==> src/rtl/bsg_mesh_router_wormhole_output_arb.sv <==
// bsg_mesh_router_wormhole_output_arb: round-robin output arbiter holding grant for a whole wormhole packet
// Optional stall counter output enabled by BSG_MESH_ROUTER_ARB_STALL_CNT_EN.
module bsg_mesh_router_wormhole_output_arb #(
  parameter int dirs_p = 5,
  parameter int len_width_p = 4,
  localparam int ptr_w = dirs_p > 1 ? $clog2(dirs_p) : 1
) (
  input  logic                          clk_i,
  input  logic                          reset_i,
  input  logic [dirs_p-1:0]             req_i,
  input  logic [dirs_p-1:0]             v_i,
  input  logic [dirs_p*len_width_p-1:0] len_i,
  input  logic                          ready_i,
  output logic                          v_o,
  output logic [dirs_p-1:0]             sel_o,
  output logic [dirs_p-1:0]             yumi_o,
`ifdef BSG_MESH_ROUTER_ARB_STALL_CNT_EN
  output logic [15:0]                   stall_cnt_o,
`endif
  output logic                          busy_o
);
  typedef enum logic {IDLE, BUSY} state_e;
  state_e state_r;
  logic [dirs_p-1:0] owner_r;
  logic [len_width_p-1:0] count_r, win_len;
  logic [ptr_w-1:0] rr_ptr_r, win;
  logic found, busy, xfer;
  always_comb begin
    found = 1'b0;
    win = '0;
    for (int k = 0; k < dirs_p; k++) begin
      int j;
      j = int'(rr_ptr_r) + k;
      j = j >= dirs_p ? j - dirs_p : j;
      if (!found && req_i[j]) begin
        found = 1'b1;
        win = ptr_w'(j);
      end
    end
  end
  assign win_len = len_i[win*len_width_p +: len_width_p];
  assign busy = state_r == BUSY;
  assign sel_o = reset_i ? '0 : busy ? owner_r : found ? dirs_p'(1) << win : '0;
  assign v_o = reset_i ? 1'b0 : busy ? |(v_i & owner_r) : found;
  assign yumi_o = sel_o & {dirs_p{v_o & ready_i}};
  assign busy_o = !reset_i && busy;
  assign xfer = v_o & ready_i;
  always_ff @(posedge clk_i) begin
    if (reset_i) begin
      state_r <= IDLE;
      owner_r <= '0;
      count_r <= '0;
      rr_ptr_r <= '0;
    end else if (xfer && !busy) begin
      rr_ptr_r <= win == ptr_w'(dirs_p - 1) ? '0 : win + ptr_w'(1);
      if (win_len != '0) begin
        state_r <= BUSY;
        owner_r <= dirs_p'(1) << win;
        count_r <= win_len;
      end
    end else if (xfer) begin
      count_r <= count_r - len_width_p'(1);
      if (count_r == len_width_p'(1)) begin
        state_r <= IDLE;
        owner_r <= '0;
      end
    end
  end
`ifdef BSG_MESH_ROUTER_ARB_STALL_CNT_EN
  always_ff @(posedge clk_i) begin
    if (reset_i) stall_cnt_o <= '0;
    else if (v_o && !ready_i && stall_cnt_o != 16'hFFFF) stall_cnt_o <= stall_cnt_o + 16'd1;
  end
`endif
endmodule

==> config.mk <==
export PLATFORM = sky130hd
export DESIGN_NAME = bsg_mesh_router_wormhole_output_arb
export DESIGN_NICKNAME = d
export VERILOG_FILES = /design/src/rtl/bsg_mesh_router_wormhole_output_arb.sv
export SDC_FILE = /design/constraint.sdc
export NUM_CORES = 1
export LEC_CHECK = 0
export CORE_ASPECT_RATIO = 0.7
export CORE_MARGIN = 2
export CORE_UTILIZATION = 45
export DETAILED_ROUTE_END_ITERATION = 8
export MAX_ROUTING_LAYER = met4
export PLACE_DENSITY = 0.7
export SLEW_MARGIN = 40
export SYNTH_ARGS = -nofsm -noshare
export SYNTH_HDL_FRONTEND = slang
export SYNTH_SLANG_ARGS = --single-unit
==> constraint.sdc <==
create_clock -name clk_i -period 16.62 [get_ports clk_i]
set_input_delay 4.986 -clock clk_i [delete_from_list [all_inputs] [get_ports clk_i]]
set_output_delay 4.986 -clock clk_i [all_outputs]
set_load 0.1 [all_outputs]
* Word-level counts from Yosys, hierarchy flattened
Cells that the tools add are included.
** Storage, ports and cells
- Output and inout port bits :: 12
- Logic and storage cells :: 98
- Flip-flop bits (word level) :: 13
- Bits of input ports :: 33
** Cells by class
- Order comparisons :: 10
- Eq/ne operators :: 3
- Multiplexer cells :: 47
- Add/subtract/negate cells :: 11
- Bitwise logic cells :: 3
- Reduce and logical (&&, ||, !) cells :: 18
- Shifts and indexed selects :: 2
** Operators by type and width (count)
- $lt A32 B5 Y1 const B :: 5
- $mux W32 :: 5
- $mux W5 :: 7
- $mux W1 :: 21
- $shiftx A20 B6 Y4 :: 1
- $sub A4 B3 Y5 const B :: 4
- $mux W3 :: 6
- $ge A4 B3 Y1 const B :: 4
- $bmux W1 S3 :: 5
- $mux W4 :: 3
- $and A5 B5 Y5 :: 2
- $add A3 B2 Y4 const B :: 2
- $logic_and A1 B1 Y1 :: 6
- $logic_not A1 Y1 :: 6
- $reduce_or A5 Y1 :: 1
- $shl A1 B3 Y5 const A :: 1
- $add A3 B1 Y4 const B :: 1
- $add A3 B3 Y4 const B :: 1
- $eq A4 B1 Y1 const B :: 1
- $reduce_bool A2 Y1 :: 2
- $reduce_bool A4 Y1 :: 1
- $sub A3 B3 Y4 const B :: 1
- $sub A4 B1 Y4 const B :: 1
- $add A3 B1 Y3 const B :: 1
- 6 further kinds :: 6

* Logic depth before layout (Yosys ltp)
- Depth after elaboration :: 24
- Depth in mapped cells :: 19
- Mapped depth without buffers :: 17

* Worst setup path before layout
OpenSTA, ideal clock, no wires.
- Kind :: input to output
- From :: in req_i[3]
- To :: out yumi_o[4]
- Data required time :: 11.634 ns
- Arrival :: 10.086 ns
- Path buffers :: 1
- Slack :: 1.548 ns
- Cell stages on the path :: 12
- Path through :: clkbuf_1 > mux4_2 > o21ai_0 > nand3_1 > or3_1 > nor2_1 > nor2_1 > clkinv_1 > ha_1 > nand2_1 > o21ai_0 > and2_1
** On the way
- Longest elaborated chain between the ends :: 21
** Ends and longest elaborated chain
- start: declaration :: line 10 : input logic [dirs_p-1:0] req_i,
- $bmux W1 S3 :: line 35 : if (!found && req_i[j]) begin
- $mux W1 (not written as such) (2 in a row) :: line 35
- $mux W1 :: line 35
- $logic_not A1 Y1 :: line 35
- $logic_and A1 B1 Y1 :: line 35
- $mux W1 :: line 35
- $logic_not A1 Y1 :: line 35
- $logic_and A1 B1 Y1 :: line 35
- [3 not listed]
- $mux W1 :: line 35
- $logic_not A1 Y1 :: line 35
- $logic_and A1 B1 Y1 :: line 35
- $mux W3 :: line 35
- $shl A1 B3 Y5 :: line 43 : assign sel_o = reset_i ? '0 : busy ? owner_r : found ? dirs_p'(1) << win : '0;
- $mux W5 (*) (3 in a row) :: line 43
- named net sel_o[4] :: line 15 : output logic [dirs_p-1:0] sel_o,
- $and A5 B5 Y5 (*) :: line 45 : assign yumi_o = sel_o & {dirs_p{v_o & ready_i}};
- end: declaration :: line 16 : output logic [dirs_p-1:0] yumi_o,
The timed path passes the listed nets; every way through them passes the cells marked *. The select of a mux whose other input is x is not followed.

* Worst setup path after layout
- From :: in req_i[3]
- To :: out yumi_o[4]
** On the way
- Longest elaborated chain between the ends :: 21
** Ends and longest elaborated chain (line)
- $bmux W1 S3 :: 35
- $mux W1 (not written as such) (2 in a row) :: 35
- $mux W1 :: 35
- $logic_not A1 Y1 :: 35
- $logic_and A1 B1 Y1 :: 35
- $mux W1 :: 35
- $logic_not A1 Y1 :: 35
- $logic_and A1 B1 Y1 :: 35
- [2 not listed]
- $logic_and A1 B1 Y1 :: 35
- $mux W1 :: 35
- $logic_not A1 Y1 :: 35
- $logic_and A1 B1 Y1 :: 35
- $mux W3 :: 35
- $shl A1 B3 Y5 :: 43
- $mux W5 (3 in a row) :: 43
- $and A5 B5 Y5 (*) :: 45
Mark *: on every way between the ends. The rest lies on a longest branch, timed or not. The select of a mux whose other input is x is not followed.

==> impl_summary.log <==
INFO  metric outcome = complete, no violations
INFO  metric synth_largest_area_cell = sky130_fd_sc_hd__dfxtp_1
INFO  metric via_count = 2,805
INFO  metric yosysMostFrequentCell = sky130_fd_sc_hd__nand2_1
INFO  metric seqCellArea = 260.3 um^2
INFO  metric synthDistinctLibCells = 73
INFO  metric report.final.slew_viol_count = 0
INFO  metric placed_cell_area = 0.002913 mm^2
INFO  metric io_pins = 45
INFO  metric postSynthNetCount = 396
INFO  metric final.fill_count = 538
INFO  metric die_height = 66.47 um
INFO  metric synth-main-ff-cell = sky130_fd_sc_hd__dfxtp_1
INFO  metric first_global_vias = ~2.5k
INFO  metric detailedRoute.firstIterationViolations = between 200 and 250
INFO  metric endpoint_kind = output pin
INFO  metric cts_root_buf = sky130_fd_sc_hd__clkbuf_8
INFO  metric worst_path_max_delay_cell = sky130_fd_sc_hd__clkdlybuf4s50_1
INFO  metric critPathMaxStageDelay = 0.60 ns
INFO  metric detail_route.wl_per_cell = 17.40 um
INFO  metric hp-class = reg -> reg
INFO  metric clk_pin_slew_worst_paths = 0.06 ns
INFO  metric fin_nets = 432
INFO  metric cts_inserted_buffers = 3
INFO  metric setup_repair_after_global_routing_missed_its_margin = no
INFO  metric end_of_flow_core_utilization = 0.5579
INFO  metric ys_top_cells_by_count = sky130_fd_sc_hd__nand2_1 (39), sky130_fd_sc_hd__nor2_1 (25), sky130_fd_sc_hd__ha_1 (20), sky130_fd_sc_hd__o21ai_0 (19), sky130_fd_sc_hd__a21oi_1 (18)
INFO  metric grt_max_degree = 45
INFO  metric grt.total_usage = 0.2665
INFO  metric detail_route.wirelength = 7.832 mm
INFO  metric clock_tree.buffer_depth = 2
INFO  metric number_of_enable_type_register_cells_in_the_synthesized_netlist = 0
INFO  metric final.period_utilization = 0.8094
INFO  metric area_growth_syn_to_layout = 18.15%
INFO  metric final-setup-viol-count = 0
INFO  metric ff2ff_path_depth = 13
INFO  metric multi_input_comb_area = about 0.0021 mm^2
INFO  metric first_pass_iters = 5
INFO  metric synth-seq-cells = 13
INFO  metric core = around 0.0053 mm^2
INFO  metric hold_viol_final = 0
INFO  metric grt_antenna_before_repair = 0
INFO  metric ctsResizeCount = 0
INFO  metric worst-slew-pin-transition = 0.7660 ns
INFO  metric synth_area_per_cell = roughly 7.3 um^2
INFO  metric cell_area_after_layout = roughly 0.003 mm^2
INFO  metric fmaxAchievable = 0.07434 GHz
INFO  metric syn_warnings = 0
INFO  metric cts_setup_buffers = 0
INFO  metric drtAntennaViolNets = 0
INFO  metric htree_levels = 1
INFO  metric layout-drive-gt1-share = 0.1058
INFO  metric async_reset_ff_frac = 0
INFO  metric worst-endpoint-arrival = between 8 and 9 ns
INFO  metric timing.critical_path.cells = clkdlybuf4s50_1 > mux4_2 > o21ai_0 > nand3_1 > or3_1 > nor2_1 > nor2_1 > clkinv_1 > ha_1 > nand2_1 > o21ai_0 > and2_1 > buf_2
INFO  metric synth_top_cell_area_share = 0.1037
INFO  metric antenna_cells_inserted = 0
INFO  metric netlist_area_pre_place = 0.002509 mm^2
INFO  metric dp_hpwl = 6.239 mm
INFO  metric via_per_inst = between 6 and 7
INFO  metric gp_congestion = around 0.90
INFO  metric critical_path_peak_fanout = 9
INFO  metric critical-path-top-delay-family = simple AND/OR/NAND/NOR gates
INFO  metric die_w = 93.24 um
INFO  metric port-buffer-count = 44
INFO  metric clock_net_sink_count = 13
INFO  metric max-slew-margin-rel = 0.4893
INFO  metric finalSetupTns = 0 ns
INFO  metric cp_num_cells = 13
INFO  metric share_of_the_yosys_chip_area_belonging_to_registers = 0.1037
INFO  metric crit_buf_inv = 3
INFO  metric insertion_delay = 0.25 ns
INFO  metric drv.max_cap_violation_count = 0
INFO  metric syn_inst = 343
INFO  metric post_route_minimum_period = 13.45 ns
INFO  metric grt_remaining_overflow = 0
INFO  metric die_area = approximately 0.0062 mm^2
INFO  metric grt_pass1_wl = 12.74 mm
INFO  metric hold_depth = 2
INFO  metric floorplan.initialDensity = 0.4722
INFO  metric netlist_top_cells_area = sky130_fd_sc_hd__dfxtp_1 (10%), sky130_fd_sc_hd__ha_1 (10%), sky130_fd_sc_hd__nand2_1 (5.8%), sky130_fd_sc_hd__mux2i_1 (5.2%), sky130_fd_sc_hd__o21ai_0 (3.8%)
INFO  metric worst_clock_skew = approximately 0.0016 ns
INFO  metric setup.worst_path.start_class = primary input
INFO  metric cts_tree = built
INFO  metric critPathKind = in -> out
INFO  metric critical_path_required = ~12 ns
INFO  metric drc = 0
INFO  metric rows = 22
INFO  metric cts_hold_buffers = 0
-- final timing paths --
check,from,to,slack (ns)
setup / recovery,req_i[3],yumi_o[4],3.17
hold / removal,owner_r[2]$_SDFFE_PP0P_,owner_r[2]$_SDFFE_PP0P_,0.48
setup reg to reg,rr_ptr_r[1]$_SDFFE_PP0P_,owner_r[4]$_SDFFE_PP0P_,11.29
hold reg to reg,owner_r[2]$_SDFFE_PP0P_,owner_r[2]$_SDFFE_PP0P_,0.48
-- state kept, by name, indices dropped and copies added (netlist names) --
register  flops
count_r       4
owner_r       5
rr_ptr_r      3
busy          1
-- cell families after synthesis --
group                      synth area share
and+or+nand+nor                      0.2793
AOI/OAI and AO/OA                    0.3701
adders and majority gates           0.09975
buffers and inverters               0.05785
muxes                               0.07880
xor gates and xnor gates            0.01048
DFF                                  0.1037
-- per-layer routing --
metal / global-route usage / vias to the layer above / wire [um]
met2: 0.3390 / 114 / 3005
met4: 0.01287 / 0 / 20
li1: - / 1380 / -
met1: 0.4326 / 1309 / 4034
met5: - / - / 0
met3: 0.05543 / 2 / 772
-- per-stage QoR --
stage                     worst slack, ns  std cells  hold slack, ns
after global placement              2.573        446          0.4667
after floorplan                     1.548        343          0.4479
after CTS                           3.217        450          0.4827
after global routing                2.907        450          0.5184
after detailed placement            3.210        446          0.4743
final                               3.169        450          0.4781
-- layout by cell type, fill, tap and decap left out, types with 7 or more instances in the layout --
cell type and count:
sky130_fd_sc_hd__nor3_1 11, sky130_fd_sc_hd__ha_1 20, sky130_fd_sc_hd__nor2b_1 7, sky130_fd_sc_hd__o21ai_0 19, sky130_fd_sc_hd__buf_2 12, sky130_fd_sc_hd__nand2_1 39, sky130_fd_sc_hd__nor2_1 25, sky130_fd_sc_hd__nand3_1 11
sky130_fd_sc_hd__dfxtp_1 13, sky130_fd_sc_hd__clkdlybuf4s50_1 32, sky130_fd_sc_hd__a21oi_1 18, sky130_fd_sc_hd__mux2i_1 13, sky130_fd_sc_hd__inv_1 14
-- area by class of cell --
cell class / instances / share of cell area
multi-input cells: 298 / 0.7113
clock inverters: 1 / 0.001688
inverters: 17 / 0.02153
flip-flops and latches: 13 / 0.08780
repair buffers: 46 / 0.1334
clock buffers: 3 / 0.01393
well taps: 72 / 0.03039
-- worst reg2reg max path, stage by stage, from the launching register on --
cell	delay [ns]
sky130_fd_sc_hd__dfxtp_1	0.61
sky130_fd_sc_hd__inv_1	0.32
sky130_fd_sc_hd__ha_1	0.78
sky130_fd_sc_hd__or4b_2	0.25
sky130_fd_sc_hd__o22ai_1	0.07
sky130_fd_sc_hd__o21ai_0	0.50
sky130_fd_sc_hd__nand3_1	0.33
sky130_fd_sc_hd__nor3_1	0.50
sky130_fd_sc_hd__nand2_1	0.18
sky130_fd_sc_hd__and3_1	0.22
sky130_fd_sc_hd__o32ai_1	0.48
sky130_fd_sc_hd__o22ai_1	0.22
sky130_fd_sc_hd__o31ai_4	0.55
sky130_fd_sc_hd__mux2i_1	0.25
Power is left out: the tool's default activity adds up to more than one toggle a clock period on the data nets, which glitch-free logic cannot reach.
